## src/rtl/timer_pkg.sv

```systemverilog
// Shared types and constants for the BCD mm:ss countdown timer.
package timer_pkg;

    localparam int unsigned DIGIT_W     = 4;
    localparam int unsigned ALARM_CNT_W = 8;

    typedef logic [DIGIT_W-1:0] bcd_digit_t;

    localparam bcd_digit_t DIGIT_MAX = 4'd9;
    localparam bcd_digit_t SEC_T_MAX = 4'd5;

    typedef enum logic [1:0] {
        IDLE  = 2'd0,
        RUN   = 2'd1,
        PAUSE = 2'd2,
        ALARM = 2'd3
    } timer_state_t;

    typedef struct packed {
        bcd_digit_t min_t;
        bcd_digit_t min_u;
        bcd_digit_t sec_t;
        bcd_digit_t sec_u;
    } mmss_t;

    // Saturate an out-of-range load digit to the largest legal value.
    function automatic bcd_digit_t clamp_digit(input bcd_digit_t d, input bcd_digit_t max_v);
        return (d > max_v) ? max_v : d;
    endfunction

endpackage

```

## src/rtl/bcd_down_digit.sv

```systemverilog
// One BCD down-counting digit; wraps to WRAP and borrows from the next digit at zero.
module bcd_down_digit
    import timer_pkg::*;
#(
    parameter bcd_digit_t WRAP = DIGIT_MAX
) (
    input  logic       clk,
    input  logic       rst_n,
    input  logic       load,
    input  logic [3:0] load_val,
    input  logic       borrow_in,
    output logic [3:0] digit,
    output logic       is_zero,
    output logic       borrow_out
);

    always_ff @(posedge clk or negedge rst_n) begin
        if (!rst_n) begin
            digit <= '0;
        end else if (load) begin
            digit <= load_val;
        end else if (borrow_in) begin
            digit <= (digit == 4'd0) ? WRAP : digit - 4'd1;
        end
    end

    assign is_zero    = (digit == 4'd0);
    assign borrow_out = borrow_in && is_zero;

endmodule

```

## src/rtl/countdown_timer.sv

```systemverilog
// BCD mm:ss countdown timer with pause/resume, done pulse and timed alarm.
module countdown_timer
    import timer_pkg::*;
#(
    parameter int unsigned ALARM_S = 5
) (
    input  logic       clk,
    input  logic       rst_n,
    input  logic       tick_1s,
    input  logic       load,
    input  logic [3:0] ld_min_t,
    input  logic [3:0] ld_min_u,
    input  logic [3:0] ld_sec_t,
    input  logic [3:0] ld_sec_u,
    input  logic       start,
    input  logic       stop,
    input  logic       clear,
    output logic [3:0] min_t,
    output logic [3:0] min_u,
    output logic [3:0] sec_t,
    output logic [3:0] sec_u,
    output logic       running,
    output logic       done,
    output logic       alarm
);

    localparam logic [ALARM_CNT_W-1:0] ALARM_LOAD = ALARM_CNT_W'(ALARM_S);
    localparam logic [ALARM_CNT_W-1:0] ALARM_ONE  = ALARM_CNT_W'(1);

    timer_state_t           state;
    timer_state_t           state_nx;
    logic [ALARM_CNT_W-1:0] alarm_cnt;

    mmss_t ld_clamped;
    mmss_t digit_ld_val;
    logic  digit_ld;

    logic load_acc;
    logic dec_en;
    logic expire;
    logic alarm_dec;
    logic alarm_ack;

    logic [3:0] zero;
    logic       borrow_sec_t;
    logic       borrow_min_u;
    logic       borrow_min_t;
    logic       unused_borrow_top;
    logic       count_zero;
    logic       count_one;

    assign ld_clamped.min_t = clamp_digit(ld_min_t, DIGIT_MAX);
    assign ld_clamped.min_u = clamp_digit(ld_min_u, DIGIT_MAX);
    assign ld_clamped.sec_t = clamp_digit(ld_sec_t, SEC_T_MAX);
    assign ld_clamped.sec_u = clamp_digit(ld_sec_u, DIGIT_MAX);

    // clear reuses the digit load path with an all-zero value
    assign digit_ld     = clear || load_acc;
    assign digit_ld_val = clear ? '0 : ld_clamped;

    assign count_zero = &zero;
    assign count_one  = zero[3] && zero[2] && zero[1] && (sec_u == 4'd1);

    bcd_down_digit #(.WRAP(DIGIT_MAX)) u_sec_u (
        .clk        (clk),
        .rst_n      (rst_n),
        .load       (digit_ld),
        .load_val   (digit_ld_val.sec_u),
        .borrow_in  (dec_en),
        .digit      (sec_u),
        .is_zero    (zero[0]),
        .borrow_out (borrow_sec_t)
    );

    bcd_down_digit #(.WRAP(SEC_T_MAX)) u_sec_t (
        .clk        (clk),
        .rst_n      (rst_n),
        .load       (digit_ld),
        .load_val   (digit_ld_val.sec_t),
        .borrow_in  (borrow_sec_t),
        .digit      (sec_t),
        .is_zero    (zero[1]),
        .borrow_out (borrow_min_u)
    );

    bcd_down_digit #(.WRAP(DIGIT_MAX)) u_min_u (
        .clk        (clk),
        .rst_n      (rst_n),
        .load       (digit_ld),
        .load_val   (digit_ld_val.min_u),
        .borrow_in  (borrow_min_u),
        .digit      (min_u),
        .is_zero    (zero[2]),
        .borrow_out (borrow_min_t)
    );

    // min_t cannot be borrowed out of: 00:00 is terminal
    bcd_down_digit #(.WRAP(DIGIT_MAX)) u_min_t (
        .clk        (clk),
        .rst_n      (rst_n),
        .load       (digit_ld),
        .load_val   (digit_ld_val.min_t),
        .borrow_in  (borrow_min_t),
        .digit      (min_t),
        .is_zero    (zero[3]),
        .borrow_out (unused_borrow_top)
    );

    always_ff @(posedge clk or negedge rst_n) begin
        if (!rst_n) begin
            state <= IDLE;
        end else begin
            state <= state_nx;
        end
    end

    // Strict priority: only the highest asserted command is considered.
    always_comb begin
        state_nx  = state;
        load_acc  = 1'b0;
        dec_en    = 1'b0;
        expire    = 1'b0;
        alarm_dec = 1'b0;
        alarm_ack = 1'b0;
        if (clear) begin
            state_nx = IDLE;
        end else if (load) begin
            load_acc = (state == IDLE) || (state == PAUSE);
        end else if (start) begin
            if (((state == IDLE) || (state == PAUSE)) && !count_zero) begin
                state_nx = RUN;
            end
        end else if (stop) begin
            if (state == RUN) begin
                state_nx = PAUSE;
            end else if (state == ALARM) begin
                state_nx  = IDLE;
                alarm_ack = 1'b1;
            end
        end else if (tick_1s) begin
            if (state == RUN) begin
                dec_en = 1'b1;
                if (count_one) begin
                    expire   = 1'b1;
                    state_nx = ALARM;
                end
            end else if (state == ALARM) begin
                alarm_dec = 1'b1;
                if (alarm_cnt <= ALARM_ONE) begin
                    state_nx = IDLE;
                end
            end
        end
    end

    always_ff @(posedge clk or negedge rst_n) begin
        if (!rst_n) begin
            alarm_cnt <= '0;
        end else if (clear || alarm_ack) begin
            alarm_cnt <= '0;
        end else if (expire) begin
            alarm_cnt <= ALARM_LOAD;
        end else if (alarm_dec) begin
            alarm_cnt <= alarm_cnt - ALARM_ONE;
        end
    end

    // Status flags follow the next state so they switch on the same edge.
    always_ff @(posedge clk or negedge rst_n) begin
        if (!rst_n) begin
            running <= 1'b0;
            alarm   <= 1'b0;
            done    <= 1'b0;
        end else begin
            running <= (state_nx == RUN);
            alarm   <= (state_nx == ALARM);
            done    <= expire;
        end
    end

endmodule
```

## config.mk

```make
export PLATFORM = sky130hd
export DESIGN_NAME = countdown_timer
export DESIGN_NICKNAME = d
export VERILOG_FILES = /design/src/rtl/timer_pkg.sv /design/src/rtl/bcd_down_digit.sv /design/src/rtl/countdown_timer.sv
export SDC_FILE = /design/constraint.sdc
export NUM_CORES = 1
export LEC_CHECK = 0
export CAP_MARGIN = 30
export CORE_MARGIN = 5
export CORE_UTILIZATION = 50
export CTS_BUF_LIST = sky130_fd_sc_hd__clkbuf_16
export CTS_CLUSTER_SIZE = 8
export DETAILED_ROUTE_END_ITERATION = 16
export PLACE_DENSITY = 0.79
export SLEW_MARGIN = 15
export SYNTH_ARGS = -nofsm -noshare
export SYNTH_HDL_FRONTEND = slang
export SYNTH_SLANG_ARGS = --single-unit
```

## constraint.sdc

```tcl
create_clock -name clk -period 2.68 [get_ports clk]
set_input_delay 0.536 -clock clk [delete_from_list [all_inputs] [get_ports clk]]
set_output_delay 0.536 -clock clk [all_outputs]
set_load 0.005 [all_outputs]
```

==> impl_metrics.csv, run 1 <==
group,metric,value,unit
status,status,"complete, no violations",
synthesis,synth_area,1873,um^2
synthesis,synthFlopType,"dfrtp_1",
floorplan,num_rows,22,
clocking,cts_max_level,2,
timing,fin_skew,0.005202,ns
grt,antenna_found_initial,0,
hold_path,hold_path_depth,2,
drt,drt_iter0_markers,176,
floorplan,start_util,0.5155,
timing,rsz0062_at_grt,"no",
setup_path,worstSetupStartpointType,"primary input",
synthesis,synth_top_family_by_area,"simple AND/OR/NAND/NOR gates",
drt,first_pass_iters,4,
final_layout,antennaDiodeCount,0,
clocking,worstSkewPairLatency,0.27,ns
floorplan,die_area,5070,um^2
drt,vias,1782,
setup_path,arrival,2.43,ns
drt,detail-route-antenna-nets,0,
final_layout,fin_cells,319,
grt,grt_pass1_wl,7783,um
hold_path,hold_class,"reg2reg",
synthesis,synth_top_cell_by_area,"dfrtp_1",
power,peakVddDrop,0.2901,mV
final_layout,nNetsFinal,300,
final_layout,syn2layout_area_growth,34.47,%
setup_path,crit_path_max_fanout,6,
synthesis,synth_top_area_frac,0.3874,
clocking,clock_sinks,29,
synthesis,synth-xor-area-share,0.02338,
setup_path,end_kind,"flip-flop",
clocking,post_cts_buffers,0,
timing,period_needed,2.226,ns
synthesis,synth-edff-count,0,
power,p_sw,0.0003329,W
synthesis,synth_fa_ha_area_frac,0.04676,
timing,worst_pin_slew,0.5051,ns
timing,hold_violations,0,
synthesis,synth_compound_area_frac,0.2057,
synthesis,ys_seq_elements,29,
clocking,cts_tree,"done",
flow_run,max-cap-violations,0,
final_layout,drive_above_1_share,0.08118,
floorplan,boundaryPins,42,
synthesis,ys_seq_area_frac,0.3874,
synthesis,synth.most_common_cell,"nor2_1",
grt,track_usage,0.1950,
placement,port_buffers,41,
synthesis,netlist_top_cells_count,"34 x nor2_1, 29 x dfrtp_1, 18 x nand2_1",
power,total_power,0.001250,W
power,p_leak,1.061,nW
clocking,cts_made_buffers,5,
clocking,ctsHoldBuffers,0,
power,clock_power_share,0.415,
clocking,cts_resized,0,
clocking,root_buffer,"clkbuf_16",
power,p_seq_frac,0.395,
grt,grt_start_max_net_pins,30,
synthesis,ys_warn_count,0,
final_layout,num-fill-cells,304,
timing,finalSetupTns,0,ns
timing,post-route-period-util,0.8305,
setup_path,cp.required,2.88,ns
grt,grt_pass1_vias,1715,
synthesis,synthTopCellsByArea,"dfrtp_1 39%, nor2_1 6.8%, ha_1 4.7%, a21oi_1 4.3%, o21ai_0 3.7%",
drt,via_per_inst,5.586,
setup_path,crit_type,"in2reg",
synthesis,synthMuxAreaShare,0.02138,
placement,dp.cells,311,
placement,placed_area,2381,um^2
final_layout,design_area,2519,um^2
power,p_int,0.0009167,W
drt,wire_per_inst,14.66,um
setup_path,reg2regPathDepth,7,
power,powerDensity,496.2,nW/um^2
synthesis,async_reset_ff_frac,1.000,
drt,drc,0,
grt,overflow,0,
placement,hpwlAfterDp,3490,um
timing,max_freq,449.3,MHz
timing,slew_headroom,0.6602,
power,p_comb_frac,0.190,
synthesis,synth_nets,248,
clocking,clk_pin_slew,0.05,ns
synthesis,synth-simple-area-share,0.2892,
synthesis,synth_cells,218,
power,p_sw_frac,0.2664,
floorplan,core,3633,um^2
synthesis,synth.distinct_cells,44,
floorplan,die-height,71.21,um
drt,routed_wl,4676,um
clocking,clock_path_buffers,2,
floorplan,die-width,71.21,um
timing,finalMaxSlewViolations,0,
placement,place_congestion,0.8338,
timing,setup_viol,0,
synthesis,syn_avg_cell_area,8.592,um^2
-- cells in the final DEF, fill, tap and decap left out, types with 2 or more instances in the layout --
| master | netlist | routed |
|---|---|---|
| buf_4 | 0 | 6 |
| a31oi_1 | 5 | 5 |
| inv_1 | 11 | 11 |
| nor4_1 | 4 | 4 |
| nand3b_1 | 2 | 2 |
| nor2b_1 | 3 | 3 |
| nor3_1 | 8 | 8 |
| clkinv_1 | 0 | 2 |
| clkdlybuf4s50_1 | 0 | 41 |
| ha_1 | 7 | 7 |
| nor2_1 | 34 | 34 |
| clkbuf_16 | 0 | 5 |
| dfrtp_1 | 29 | 29 |
| nand2_1 | 18 | 18 |
| o211ai_1 | 3 | 3 |
| o21ai_0 | 14 | 14 |
| xnor2_1 | 4 | 4 |
| and2_1 | 3 | 3 |
| a21oi_1 | 16 | 16 |
| nand3_1 | 5 | 5 |
| or4_1 | 2 | 2 |
| o21a_1 | 3 | 3 |
| nand2b_1 | 6 | 6 |
| mux2i_1 | 4 | 4 |
| nand4_1 | 2 | 2 |
| nor3b_1 | 4 | 4 |
| o22a_1 | 2 | 2 |
| a311o_1 | 2 | 2 |
| and3_1 | 2 | 2 |
| nor4_4 | 2 | 2 |
| a31o_2 | 3 | 3 |
| o31ai_1 | 3 | 3 |
-- metrics by stage --
| stage | hold WS (ns) | utilization | worst slack [ns] |
|---|---|---|---|
| 3_3_place_gp | 0.5298 | 0.6553 | 0.2682 |
| 6_report | 0.5557 | 0.6932 | 0.4543 |
| 4_1_cts | 0.5547 | 0.6932 | 0.4843 |
| 5_1_grt | 0.5826 | 0.6932 | 0.3251 |
| 2_1_floorplan | 0.2404 | - | 0.8003 |
| 3_5_place_dp | 0.5396 | 0.6553 | 0.2170 |
-- registers in the layout, indices dropped and copies added, names as in the netlist --
| register | cells |
|---|---|
| alarm_cnt | 8 |
| u_min_t.digit | 4 |
| u_min_u.digit | 4 |
| u_sec_t.digit | 4 |
| u_sec_u.digit | 4 |
| state | 2 |
| alarm | 1 |
| done | 1 |
| running | 1 |
-- final timing paths --
check                      slack [ns]          endpoint    startpoint
setup / recovery                 0.45  u_min_t.digit[3]         start
hold reg to reg                  0.56      alarm_cnt[6]  alarm_cnt[6]
setup reg to reg                 0.63  u_sec_t.digit[3]      state[1]
max in group asynchronous        1.75  u_sec_u.digit[1]         rst_n
hold / removal                   0.56      alarm_cnt[6]  alarm_cnt[6]
min in group asynchronous        0.64      alarm_cnt[3]         rst_n
-- per-layer routing --
layer  GRT usage  vias up  routed length, um
met5           0        -                  0
met4     0.09395        0                 85
met1      0.2600      818               2201
met2      0.2980       58               2107
li1            -      896                  -
met3     0.04403       10                282
-- cell families (layout without fill, tap and decap cells) --
kind of cell | count (synthesis) | in the layout
AND/OR/NAND/NOR | 101 | 101
flip-flops | 29 | 29
AO/OA/AOI/OAI | 59 | 59
buffers and inverters | 13 | 66
adder cells (fa/ha/maj) | 7 | 7
multiplexers | 4 | 4
XOR/XNOR | 5 | 5
-- worst max-delay path: stages --
cell	delay (ns)
clkdlybuf4s50_1	0.54
nor4_4	0.33
buf_4	0.17
nand3_1	0.16
o31ai_1	0.44
a21oi_1	0.12
a21oi_1	0.12
-- power groups by stage --
stage	Combinational, W	Sequential [W]	Clock, W
2_1_floorplan	0.000113	0.000495	0
3_3_place_gp	0.000235	0.000499	0
3_5_place_dp	0.000236	0.000500	0
4_1_cts	0.000238	0.000493	0.000522
5_1_grt	0.000261	0.000497	0.000548
6_report	0.000238	0.000493	0.000519
-- cell type report --
type	count	area, um^2	area share
clock inverters	3	12.51	0.004968
clock buffers	5	125.1	0.04968
multi-input cells	176	1099	0.4362
well taps	48	60.06	0.02384
inverters	11	41.29	0.01639
repair buffers	47	455.4	0.1808
flip-flops and latches	29	725.7	0.2881
No activity file was read; power rests on OpenSTA's default activity.
==> run 2: changes to the inputs <==
==> constraint.sdc (replaced) <==
create_clock -name clk -period 2.26 [get_ports clk]
set_input_delay 0.452 -clock clk [delete_from_list [all_inputs] [get_ports clk]]
set_output_delay 0.452 -clock clk [all_outputs]
set_load 0.005 [all_outputs]
==> run 2 against run 1 <==
- sequential share of layout area shrank 1.5 points
- register-to-register slack lost 0.47 ns
- setup slack got worse by 0.29 ns
- final area is 5.7% higher
- largest power group unchanged
- non-clock buffer count is 19 higher
- highest routed layer unchanged
- core utilization up 3.9 points
- critical path type is now reg2reg
- critical path depth decreased by 2
==> impl_metrics.csv, run 2 (synthesis gave the netlist of run 1 again) <==
group,metric,value,unit
grt,grt_pass1_wl,8438,um
drt,drc,0,
timing,rsz0062_at_grt,"no",
final_layout,syn2layout_area_growth,42.08,%
final_layout,register_area,725.7,um^2
timing,max_freq,477.2,MHz
setup_path,r2r-start,"u_sec_t.digit[1]",
clocking,cts_tree,"done",
grt,grt_pass1_vias,1834,
final_layout,fin_cells,338,
floorplan,num_rows,22,
floorplan,boundaryPins,42,
setup_path,r2r-end,"running",
final_layout,final_cell_mix,"41 x clkdlybuf4s50_1, 34 x nor2_1, 29 x dfrtp_1",
floorplan,start_util,0.5155,
placement,port_buffers,41,
power,p_seq_frac,0.385,
power,p_leak,1.152,nW
setup_path,end_kind,"flip-flop",
setup_path,worstSetupStartpoint,"u_sec_t.digit[1]",
clocking,worstSkewPairLatency,0.28,ns
power,p_sw,0.0004100,W
floorplan,die_area,5070,um^2
hold_path,hold_class,"reg2reg",
drt,vias,1915,
drt,drt_iter0_markers,118,
timing,post-route-period-util,0.9272,
clocking,cts_made_buffers,5,
floorplan,core,3633,um^2
clocking,cts_resized,0,
clocking,clock_path_buffers,2,
placement,hpwlAfterDp,3805,um
clocking,clk_pin_slew,0.05,ns
final_layout,layout_commonest_cell,"clkdlybuf4s50_1",
power,p_comb_frac,0.206,
power,powerDensity,569.2,nW/um^2
grt,track_usage,0.2101,
setup_path,crit_path_end,"running",
setup_path,crit_path_max_fanout,7,
drt,wire_per_inst,15.21,um
drt,detail-route-antenna-nets,0,
placement,dp.cells,330,
clocking,ctsHoldBuffers,0,
final_layout,nNetsFinal,319,
final_layout,drive_above_1_share,0.1414,
final_layout,largest_reg_flops,8,
final_layout,utilization,0.7324,
flow_run,max-cap-violations,0,
grt,gr-usage-met2,0.3316,
grt,antenna_found_initial,0,
placement,place_congestion,0.8229,
grt,use_met3,0.05824,
drt,via_per_inst,5.666,
clocking,clock_sinks,29,
floorplan,die-height,71.21,um
floorplan,die-width,71.21,um
timing,worst_pin_slew,0.4250,ns
setup_path,arrival,2.26,ns
drt,first_pass_iters,4,
drt,routed_wl,5142,um
timing,slew_headroom,0.7143,
grt,grt_start_max_net_pins,30,
timing,hold_violations,0,
power,p_sw_frac,0.2707,
status,status,"complete, no violations",
power,clock_power_share,0.410,
grt,overflow,0,
final_layout,antennaDiodeCount,0,
clocking,post_cts_buffers,0,
final_layout,top_register,"alarm_cnt",
final_layout,multiInputGateArea,1099,um^2
timing,setup_viol,0,
power,peakVddDrop,0.4227,mV
clocking,root_buffer,"clkbuf_16",
grt,top_usage_layer,"met2",
setup_path,crit_type,"reg2reg",
setup_path,cp.required,2.42,ns
grt,use_met1,0.2751,
power,p_int,0.001105,W
timing,finalMaxSlewViolations,0,
power,total_power,0.001515,W
final_layout,num-fill-cells,286,
timing,fin_skew,0.005460,ns
clocking,cts_max_level,2,
setup_path,r2r_slack,0.16,ns
timing,period_needed,2.095,ns
setup_path,worstSetupStartpointType,"flip-flop",
setup_path,reg2regPathDepth,5,
[run 2: cell count changes in the layout (fill, tap and decap cells not counted), sizes merged]
cell  delta
buf     +19
[run 2: metrics by stage]
step / instance area (um^2) / hold WS (ns) / setup slack [ns] / TNS [ns]
2_1_floorplan: 1873 / 0.1564 / 0.3825 / 0
3_3_place_gp: 2524 / 0.5285 / -0.006039 / -0.006039
3_5_place_dp: 2524 / 0.5422 / -0.04160 / -0.1110
4_1_cts: 2661 / 0.5460 / 0.1552 / 0
5_1_grt: 2661 / 0.5687 / 0.007202 / 0
6_report: 2661 / 0.5426 / 0.1645 / 0
[run 2: area by class of cell]
cell class              instances  share of cell area
flip-flops and latches         29              0.2727
repair buffers                 66              0.2247
clock buffers                   5             0.04701
inverters                      11             0.01551
well taps                      48             0.02257
multi-input cells             176              0.4128
clock inverters                 3            0.004701
[run 2: metal layers]
layer	vias up	wire length (um)
met3	11	325
met4	0	98
met5	-	0
li1	930	-
met1	910	2268
met2	64	2449
[run 2: power groups by stage]
stage	sequential, W	clock (W)	combinational, W
2_1_floorplan	0.000587	0	0.000134
4_1_cts	0.000581	0.000631	0.000312
5_1_grt	0.000586	0.000660	0.000343
6_report	0.000583	0.000621	0.000311
3_3_place_gp	0.000588	0	0.000301
3_5_place_dp	0.000589	0	0.000308
[run 2: critical path, cell delays in order (launching register included)]
cell and delay [ns]:
dfrtp_1 0.43, nor4_2 0.47, nand3_1 0.31, o21ba_2 0.29, o311a_1 0.33, nor3b_1 0.16
[run 2: worst min-delay path by stage]
stage,from,end,slack [ns],cells past startpoint
after global placement,alarm_cnt[7],alarm_cnt[7],0.53,2
after detailed placement,alarm_cnt[6],alarm_cnt[6],0.54,2
after global routing,alarm_cnt[7],alarm_cnt[7],0.57,2
after CTS,alarm_cnt[7],alarm_cnt[7],0.55,2
after floorplan,rst_n,alarm,0.16,0
final,alarm_cnt[7],alarm_cnt[7],0.54,2
